### config.mk
export PLATFORM = sky130hd
export DESIGN_NAME = rll_key_loader
export DESIGN_NICKNAME = d
export VERILOG_FILES = /design/src/rtl/rll_key_loader.sv
export SDC_FILE = /design/constraint.sdc
export NUM_CORES = 1
export LEC_CHECK = 0
export CORE_MARGIN = 2
export CORE_UTILIZATION = 40
export CTS_CLUSTER_DIAMETER = 60
export DETAILED_ROUTE_END_ITERATION = 10
export MAX_ROUTING_LAYER = met4
export SYNTH_ARGS = -nofsm -noshare
export SYNTH_HDL_FRONTEND = slang
export SYNTH_SLANG_ARGS = --single-unit
### constraint.sdc
create_clock -name clk -period 2.2 [get_ports clk]
set_input_delay 0.33 -clock clk [delete_from_list [all_inputs] [get_ports clk]]
set_output_delay 0.33 -clock clk [all_outputs]
set_load 0.1 [all_outputs]
### src/rtl/rll_key_loader.sv
// Serial key loader for RLL-locked cores: streams CHUNK_W-bit chunks plus an
// XOR parity chunk, commits a checked key, and locks out after repeated failures.
module rll_key_loader #(
  parameter int unsigned KEY_WIDTH  = 16,
  parameter int unsigned CHUNK_W    = 4,
  parameter int unsigned MAX_ERRORS = 3
) (
  input  logic                                clk,
  input  logic                                rst,
  input  logic                                start,
  input  logic                                in_valid,
  output logic                                in_ready,
  input  logic [CHUNK_W-1:0]                  in_data,
  output logic [KEY_WIDTH-1:0]                key_out,
  output logic                                key_valid,
  output logic                                busy,
  output logic                                error,
  output logic [$clog2(MAX_ERRORS+1)-1:0]     err_count,
  output logic                                lockout
);

  localparam int unsigned NCHUNK = KEY_WIDTH / CHUNK_W;
  localparam int unsigned CNT_W  = $clog2(NCHUNK + 1);
  localparam int unsigned ERR_W  = $clog2(MAX_ERRORS + 1);

  typedef enum logic [1:0] {
    IDLE    = 2'd0,
    LOAD    = 2'd1,
    CHECK   = 2'd2,
    LOCKOUT = 2'd3
  } state_t;

  state_t               state_q, state_d;
  logic [KEY_WIDTH-1:0] staging_q, staging_d;
  logic [CHUNK_W-1:0]   parity_q, parity_d;
  logic [CNT_W-1:0]     cnt_q, cnt_d;
  logic [KEY_WIDTH-1:0] key_d;
  logic                 key_valid_d;
  logic                 error_d;
  logic [ERR_W-1:0]     err_count_d;
  logic [ERR_W-1:0]     err_inc;
  logic                 lockout_d;
  logic                 accept;

  // State and datapath registers
  always_ff @(posedge clk) begin
    if (rst) begin
      state_q   <= IDLE;
      staging_q <= '0;
      parity_q  <= '0;
      cnt_q     <= '0;
      key_out   <= '0;
      key_valid <= 1'b0;
      error     <= 1'b0;
      err_count <= '0;
      lockout   <= 1'b0;
    end else begin
      state_q   <= state_d;
      staging_q <= staging_d;
      parity_q  <= parity_d;
      cnt_q     <= cnt_d;
      key_out   <= key_d;
      key_valid <= key_valid_d;
      error     <= error_d;
      err_count <= err_count_d;
      lockout   <= lockout_d;
    end
  end

  // Next-state, datapath updates and state-decoded handshake outputs
  always_comb begin
    state_d     = state_q;
    staging_d   = staging_q;
    parity_d    = parity_q;
    cnt_d       = cnt_q;
    key_d       = key_out;
    key_valid_d = key_valid;
    error_d     = 1'b0;
    err_count_d = err_count;
    lockout_d   = lockout;
    in_ready    = 1'b0;
    busy        = 1'b0;
    accept      = 1'b0;
    err_inc     = err_count + ERR_W'(1);

    unique case (state_q)
      IDLE: begin
        if (start) begin
          state_d   = LOAD;
          staging_d = '0;
          parity_d  = '0;
          cnt_d     = '0;
        end
      end

      LOAD: begin
        in_ready = 1'b1;
        busy     = 1'b1;
        accept   = in_valid;
        // start outranks a simultaneous chunk, which is then dropped
        if (start) begin
          staging_d = '0;
          parity_d  = '0;
          cnt_d     = '0;
        end else if (accept) begin
          staging_d = {staging_q[KEY_WIDTH-CHUNK_W-1:0], in_data};
          parity_d  = parity_q ^ in_data;
          cnt_d     = cnt_q + CNT_W'(1);
          if (cnt_q == CNT_W'(NCHUNK - 1)) begin
            state_d = CHECK;
          end
        end
      end

      CHECK: begin
        in_ready = 1'b1;
        busy     = 1'b1;
        accept   = in_valid;
        if (start) begin
          state_d   = LOAD;
          staging_d = '0;
          parity_d  = '0;
          cnt_d     = '0;
        end else if (accept) begin
          if (in_data == parity_q) begin
            key_d       = staging_q;
            key_valid_d = 1'b1;
            err_count_d = '0;
            state_d     = IDLE;
          end else begin
            key_d       = '0;
            key_valid_d = 1'b0;
            error_d     = 1'b1;
            err_count_d = err_inc;
            if (err_inc == ERR_W'(MAX_ERRORS)) begin
              lockout_d = 1'b1;
              state_d   = LOCKOUT;
            end else begin
              state_d = IDLE;
            end
          end
        end
      end

      LOCKOUT: begin
        key_d       = '0;
        key_valid_d = 1'b0;
        lockout_d   = 1'b1;
      end

      default: state_d = IDLE;
    endcase
  end

endmodule

==> results of run 1 <==
## placed cells by master (no fill, tap or decap), types with 8 or more instances in the layout
cell and instances:
a21oi_1 25, a22o_1 16, buf_4 33, dfxtp_1 46
ha_1 8, nand2b_1 10, nand4b_1 14, nor2_1 8
o21ai_0 22
## routing by layer
layer	up-vias	wire, µm
met2	30	1940
li1	850	-
met1	738	2140
met4	0	55
met5	-	0
met3	5	155
## sequential cells by signal, indices dropped and copies added, names as in the netlist
register and cells:
key_out 16, staging_q 16, parity_q 4, cnt_q 3, err_count 2, state_q 2
error 1, key_valid 1, lockout 1
## critical path, cell delays in order (launching register included)
cell	delay (ns)
dfxtp_1	0.43
inv_1	0.09
ha_1	0.26
or3_4	0.41
nor3b_4	0.32
a21oi_1	0.11
a311oi_1	0.25
## metrics by stage
step	cell area, µm²	utilization, %	setup slack (ns)
floorplan	2050	-	0.138
global placement	2460	48.7	-0.0690
detailed placement	2460	48.7	-0.0456
CTS	2560	50.8	0.152
global route	2560	50.9	0.0341
finish	2560	50.9	0.242
## path summary, 6_finish.rpt
check                              endpoint  depth (start not counted)  slack (ns)          start
worst max-delay path            parity_q[3]                          6        0.24     state_q[1]
worst min-delay path            key_out[14]                          1        0.47  staging_q[14]
worst max register to register  parity_q[3]                          6        0.24     state_q[1]
worst min register to register  key_out[14]                          1        0.47  staging_q[14]
## cell families (layout without fill, tap and decap cells)
group / after synthesis / count (layout) / share of synthesized area, %
buffers and inverters: 24 / 59 / 5.24
flip-flops: 46 / 46 / 44.9
multiplexers: 1 / 1 / 0.488
AO/OA/AOI/OAI: 76 / 76 / 23.9
AND/OR/NAND/NOR: 53 / 53 / 18.9
XOR/XNOR: 4 / 4 / 1.71
adder cells (fa/ha/maj): 8 / 8 / 4.88
## power groups by stage
stage	Sequential, W	Combinational (W)	Clock (W)
after floorplan	0.000890	0.000244	0
after global placement	0.000882	0.000370	0
after CTS	0.000863	0.000374	0.000592
after global routing	0.000866	0.000400	0.000627
final	0.000863	0.000370	0.000575
after detailed placement	0.000882	0.000372	0
## repair_timing
item                                    in CTS  in global routing
hold buffers                                 0                  0
endpoints found under the setup margin       0                 16
resized for setup                            0                  1
## cell type report
type / count / area [µm²] / area share, %
clock buffer: 7 / 96.3 / 3.76
multi-input combinational: 142 / 1030 / 40.0
timing repair buffer: 44 / 398 / 15.5
tap: 70 / 87.6 / 3.41
clock inverter: 1 / 8.76 / 0.341
inverter: 7 / 26.3 / 1.02
sequential: 46 / 921 / 35.9
==> qor.csv, run 1 <==
stage;metric;value;unit
status;outcome;complete, no violations;
layout;Non-Filler Instances;317;
pwr;internal power;0.00128;W
synth;dominant synthesized flop cell;dfxtp_1;
die;Chip Height;75.6;µm
cts;Max Buffers Root-to-Sink;2;
synth;Avg Inst Size Synth;9.68;µm²
layout;area grow syn2layout;24.9;%
sta;clk_skew;0.00487;ns
synth;top post-synthesis cells by area;dfxtp_1 45%, a22o_1 6.8%, a21oi_1 6.1%;
cts;H-tree levels;2;
synth;area of the mapped netlist;0.00205;mm²
setup_path;crit-path max FO;7;
cts;Post-CTS Setup Bufs;0;
layout;ANT cells;0;
sta;Min Hold Slack;0.467;ns
global_route;gr ovfl total;0;
die;Die X;75.6;µm
global_route;initial antenna violation count;0;
detailed_routing;drt total wl;4290;µm
setup_path;CP required;2.42;ns
sta;final setup TNS;0;ns
placement;Placer Congestion;0.853;
global_route;overall global routing resource usage;17.4;%
cts;Clk Latency, worst-skew pair;0.30;ns
setup_path;CP endpoint kind;flop;
detailed_routing;ANT nets after route;0;
pwr;peak supply drop;0.000289;V
synth;top-count cell post-synth;dfxtp_1;
detailed_routing;DR vias;1623;
die;Ports;31;
pwr;proportion of power drawn by the clock network;31.8;%
synth;sequential share of the synthesized area;44.9;%
global_route;vias in the first global route;1507;
pwr;pwr/cell area;705;mW/mm²
pwr;net switching power;0.000529;W
global_route;met3 usage in global routing;4.50;%
die;FP Rows;26;
synth;Post-synth EDFFs;0;
cts;CTS root buf;clkbuf_8;
sta;# setup viols final;0;
global_route;global-route wire length before repair;7210;µm
detailed_routing;starting DRC count in detailed routing;83;
synth;Synth warnings;0;
detailed_routing;drt drc;0;
setup_path;worst path arrival time;2.17;ns
placement;PortBufs;30;
detailed_routing;wire per inst;13.5;µm
layout;fillcell total;465;
global_route;met1 Resource Use GR;22.5;%
sta;Slew @ Worst Pin;0.652;ns
cts;clk sinks;46;
detailed_routing;DRT Pass-1 Iters;4;
synth;synth cell count leaders;46 x dfxtp_1, 25 x a21oi_1, 22 x o21ai_0;
cts;CTS tree;built;
die;Initial Utilization;40.7;%
setup_path;WS Path Type;reg -> reg;
sta;Slew Viols, Final;0;
global_route;largest net degree at the start of global routing;34;
synth;Mapped Nets;228;
setup_path;Critical Path Start Type;flop;
synth;synthesized instance count;212;
cts;CTS clk-pin slew, worst paths;0.09;ns
run;maxcap violations;0;
die;Core ar.;0.00504;mm²
synth;Post-synth ARST share;0;%
worst_hold_path;Hold Path Class;reg -> reg;
pwr;part of the power in registers;47.7;%
sta;Slew HR;56.5;%
sta;fin crit share;89.0;%
sta;Final min period;1.96;ns
global_route;busiest grt layer;met2;
global_route;met2 GRT Util;26.4;%
synth;post-synthesis register bit count;46;
pwr;Final Total Pwr;0.00181;W
synth;Yosys top cell area share;44.9;%
sta;fmax;511;MHz
sta;RSZ-0062 raised after global routing;no;
die;total die area;0.00572;mm²
layout;Final nets;262;
cts;TritonCTS Buffers;5;
synth;post-synth cell types;37;
placement;Post-Place Cells;309;
pwr;Gate power share;20.5;%
detailed_routing;vias per inst;5.12;
sta;Fin. Hold Viols;0;
layout;share of cells above drive strength 1;21.1;%
pwr;Pleak;0.943;nW
placement;post-DP HPWL;2970;µm
pwr;sw frac;29.3;%
synth;area leader, netlist;dfxtp_1;
Power figures use the tool's default switching activity.
==> inputs of run 2 (changes only) <==
Settings changed: SETUP_SLACK_MARGIN set to 0.02.
==> results of run 2 <==
Final layout, timing and power as in run 1 (identical DEF).
==> inputs of run 3 (changes only) <==
Settings changed: CORE_MARGIN 2 to 1, MAX_ROUTING_LAYER met4 to not set.
==> qor.csv, run 3 (synthesized netlist as in run 1, its figures left out) <==
stage;metric;value;unit;change
cts;TritonCTS Buffers;5;;unchanged
setup_path;crit-path max FO;7;;unchanged
layout;area grow syn2layout;24.7;%;
die;Chip Height;73.6;µm;-2.6%
sta;Min Hold Slack;0.456;ns;-0.0105 ns
detailed_routing;ANT nets after route;0;;unchanged
cts;Clk Latency, worst-skew pair;0.30;ns;about the same
detailed_routing;wire per inst;14.1;µm;+3.9%
pwr;Pleak;0.942;nW;-0.11%
setup_path;Critical Path Start Type;flop;;
layout;Final Cell Area;0.00256;mm²;-0.15%
placement;PortBufs;30;;unchanged
detailed_routing;starting DRC count in detailed routing;116;;+40%
detailed_routing;DRT Pass-1 Iters;4;;unchanged
sta;RSZ-0062 raised after global routing;no;;
sta;clk_skew;0.0108;ns;+0.00594 ns
placement;Placed Area;0.00245;mm²;-0.36%
worst_hold_path;Worst Min Path Start;staging_q[14];;
placement;Placer Congestion;0.809;;-5.1%
layout;Largest regs;key_out: 16 flops, staging_q: 16 flops, parity_q: 4 flops;;
worst_hold_path;Min-Delay Path Depth;1;;unchanged
run;maxcap violations;0;;unchanged
sta;Final min period;1.97;ns;+0.0149 ns
cts;CTS root buf;clkbuf_8;;
sta;# setup viols final;0;;unchanged
die;Core ar.;0.00482;mm²;-4.5%
detailed_routing;drt drc;0;;unchanged
sta;Slew HR;40.8;%;-16 points
layout;share of cells above drive strength 1;21.0;%;-0.085 points
cts;cts-stage hold buffer count;0;;unchanged
placement;post-DP HPWL;2920;µm;-1.5%
setup_path;worst r2r dst;parity_q[2];;
worst_hold_path;WHS Endpoint;key_out[14];;
cts;clk sinks;46;;unchanged
layout;fillcell total;479;;+3.0%
layout;commonest non-fill, non-tap cell in the layout;dfxtp_1;;
die;FP Rows;25;;-3.8%
global_route;global-route wire length before repair;7180;µm;-0.47%
layout;sequential cell area;921;µm²;unchanged
global_route;initial antenna violation count;0;;unchanged
layout;area of the multi-input gates;0.00103;mm²;unchanged
layout;Final nets;263;;+0.38%
sta;fin crit share;89.7;%;+0.68 points
setup_path;CP required;2.40;ns;-0.02 ns
setup_path;r2r setup slk;0.23;ns;about the same
global_route;largest net degree at the start of global routing;35;;+2.9%
setup_path;Reg-to-Reg Start;state_q[1];;
layout;ANT cells;0;;unchanged
die;total die area;0.00542;mm²;-5.2%
global_route;vias in the first global route;1512;;+0.33%
detailed_routing;DR vias;1661;;+2.3%
sta;Fin. Hold Viols;0;;unchanged
setup_path;WS Path Type;reg -> reg;;
setup_path;CP endpoint kind;flop;;
pwr;pwr/cell area;731;mW/mm²;+3.7%
sta;Slew Viols, Final;0;;unchanged
cts;CTS tree;built;;
die;Initial Utilization;42.6;%;+1.9 points
sta;Slew @ Worst Pin;0.888;ns;+0.236 ns
detailed_routing;drt total wl;4430;µm;+3.3%
die;Ports;31;;unchanged
status;outcome;complete, no violations;;
layout;commonest non-fill, non-tap cells in the layout;46 x dfxtp_1, 35 x buf_4, 25 x a21oi_1;;
cts;Max Buffers Root-to-Sink;2;;unchanged
layout;final core utilization;53.2;%;+2.3 points
worst_hold_path;Hold Path Class;reg -> reg;;
setup_path;Worst R2R Path Depth;6;;unchanged
setup_path;worst path arrival time;2.18;ns;about the same
global_route;gr ovfl total;0;;unchanged
global_route;overall global routing resource usage;17.7;%;+0.31 points
cts;CTS clk-pin slew, worst paths;0.09;ns;about the same
detailed_routing;vias per inst;5.27;;+3.0%
cts;H-tree levels;2;;unchanged
die;Die X;73.6;µm;-2.6%
sta;fmax;507;MHz;-0.76%
pwr;peak supply drop;0.000526;V;+82%
==> run 3: cell count changes in the layout (fill, tap and decap cells not counted) <==
cell,change
clkinv_4,-1
buf_4,+2
bufinv_16,+1
clkinvlp_4,+1
buf_12,-1
clkbuf_8,-2
clkbuf_1,+1
==> run 3: per-layer routing <==
metal / track usage (%) / vias to the layer above / routed length [µm]
li1: - / 847 / -
met1: 22.2 / 778 / 2150
met2: 29.5 / 29 / 2080
met3: 3.70 / 7 / 131
met4: 7.05 / 0 / 72
met5: 0 / - / 0
==> run 3: worst max-delay path, cell delays in order (launching register included) <==
cell and delay [ns]:
dfxtp_1 0.42, inv_1 0.09, ha_1 0.26, or3_4 0.42, nor3b_4 0.32, a21oi_1 0.11, a311oi_1 0.25
==> run 3: report_power, final <==
part           internal, W  switching, W
registers         0.000849     0.0000137
logic             0.000145      0.000231
clock network     0.000339      0.000293
==> run 3: timing repair <==
| action | CTS | global route |
|---|---|---|
| setup buffers | 0 | 0 |
| resized for setup | 0 | 1 |
| endpoints found under the setup margin | 0 | 5 |
==> run 3: cell type report <==
cell class	instances	area share, %
Multi-Input combinational cell	142	40.1
Sequential cell	46	36.0
Timing Repair Buffer	45	15.3
Tap cell	67	3.27
Clock buffer	6	2.83
Clock inverter	2	1.47
Inverter	7	1.03
==> run 3: worst max path at each step <==
stage | to | slack, ns | cells past startpoint | from
after floorplan | in_ready | 0.14 | 3 | state_q[0]
after global placement | key_out[14] | 0.009 | 5 | start
after detailed placement | key_out[8] | -0.10 | 5 | start
after CTS | key_out[8] | 0.13 | 6 | state_q[0]
after global routing | parity_q[3] | 0.1 | 7 | state_q[0]
final | parity_q[2] | 0.23 | 6 | state_q[1]
==> run 3: through the flow <==
stage	total power (W)	setup TNS, ns	setup slack [ns]	std cells
finish	0.00187	0	0.227	315
global placement	0.00126	0	0.00905	307
CTS	0.00189	0	0.132	315
global route	0.00195	0	0.0955	315
detailed placement	0.00126	-1.27	-0.100	307
floorplan	0.00113	0	0.138	212
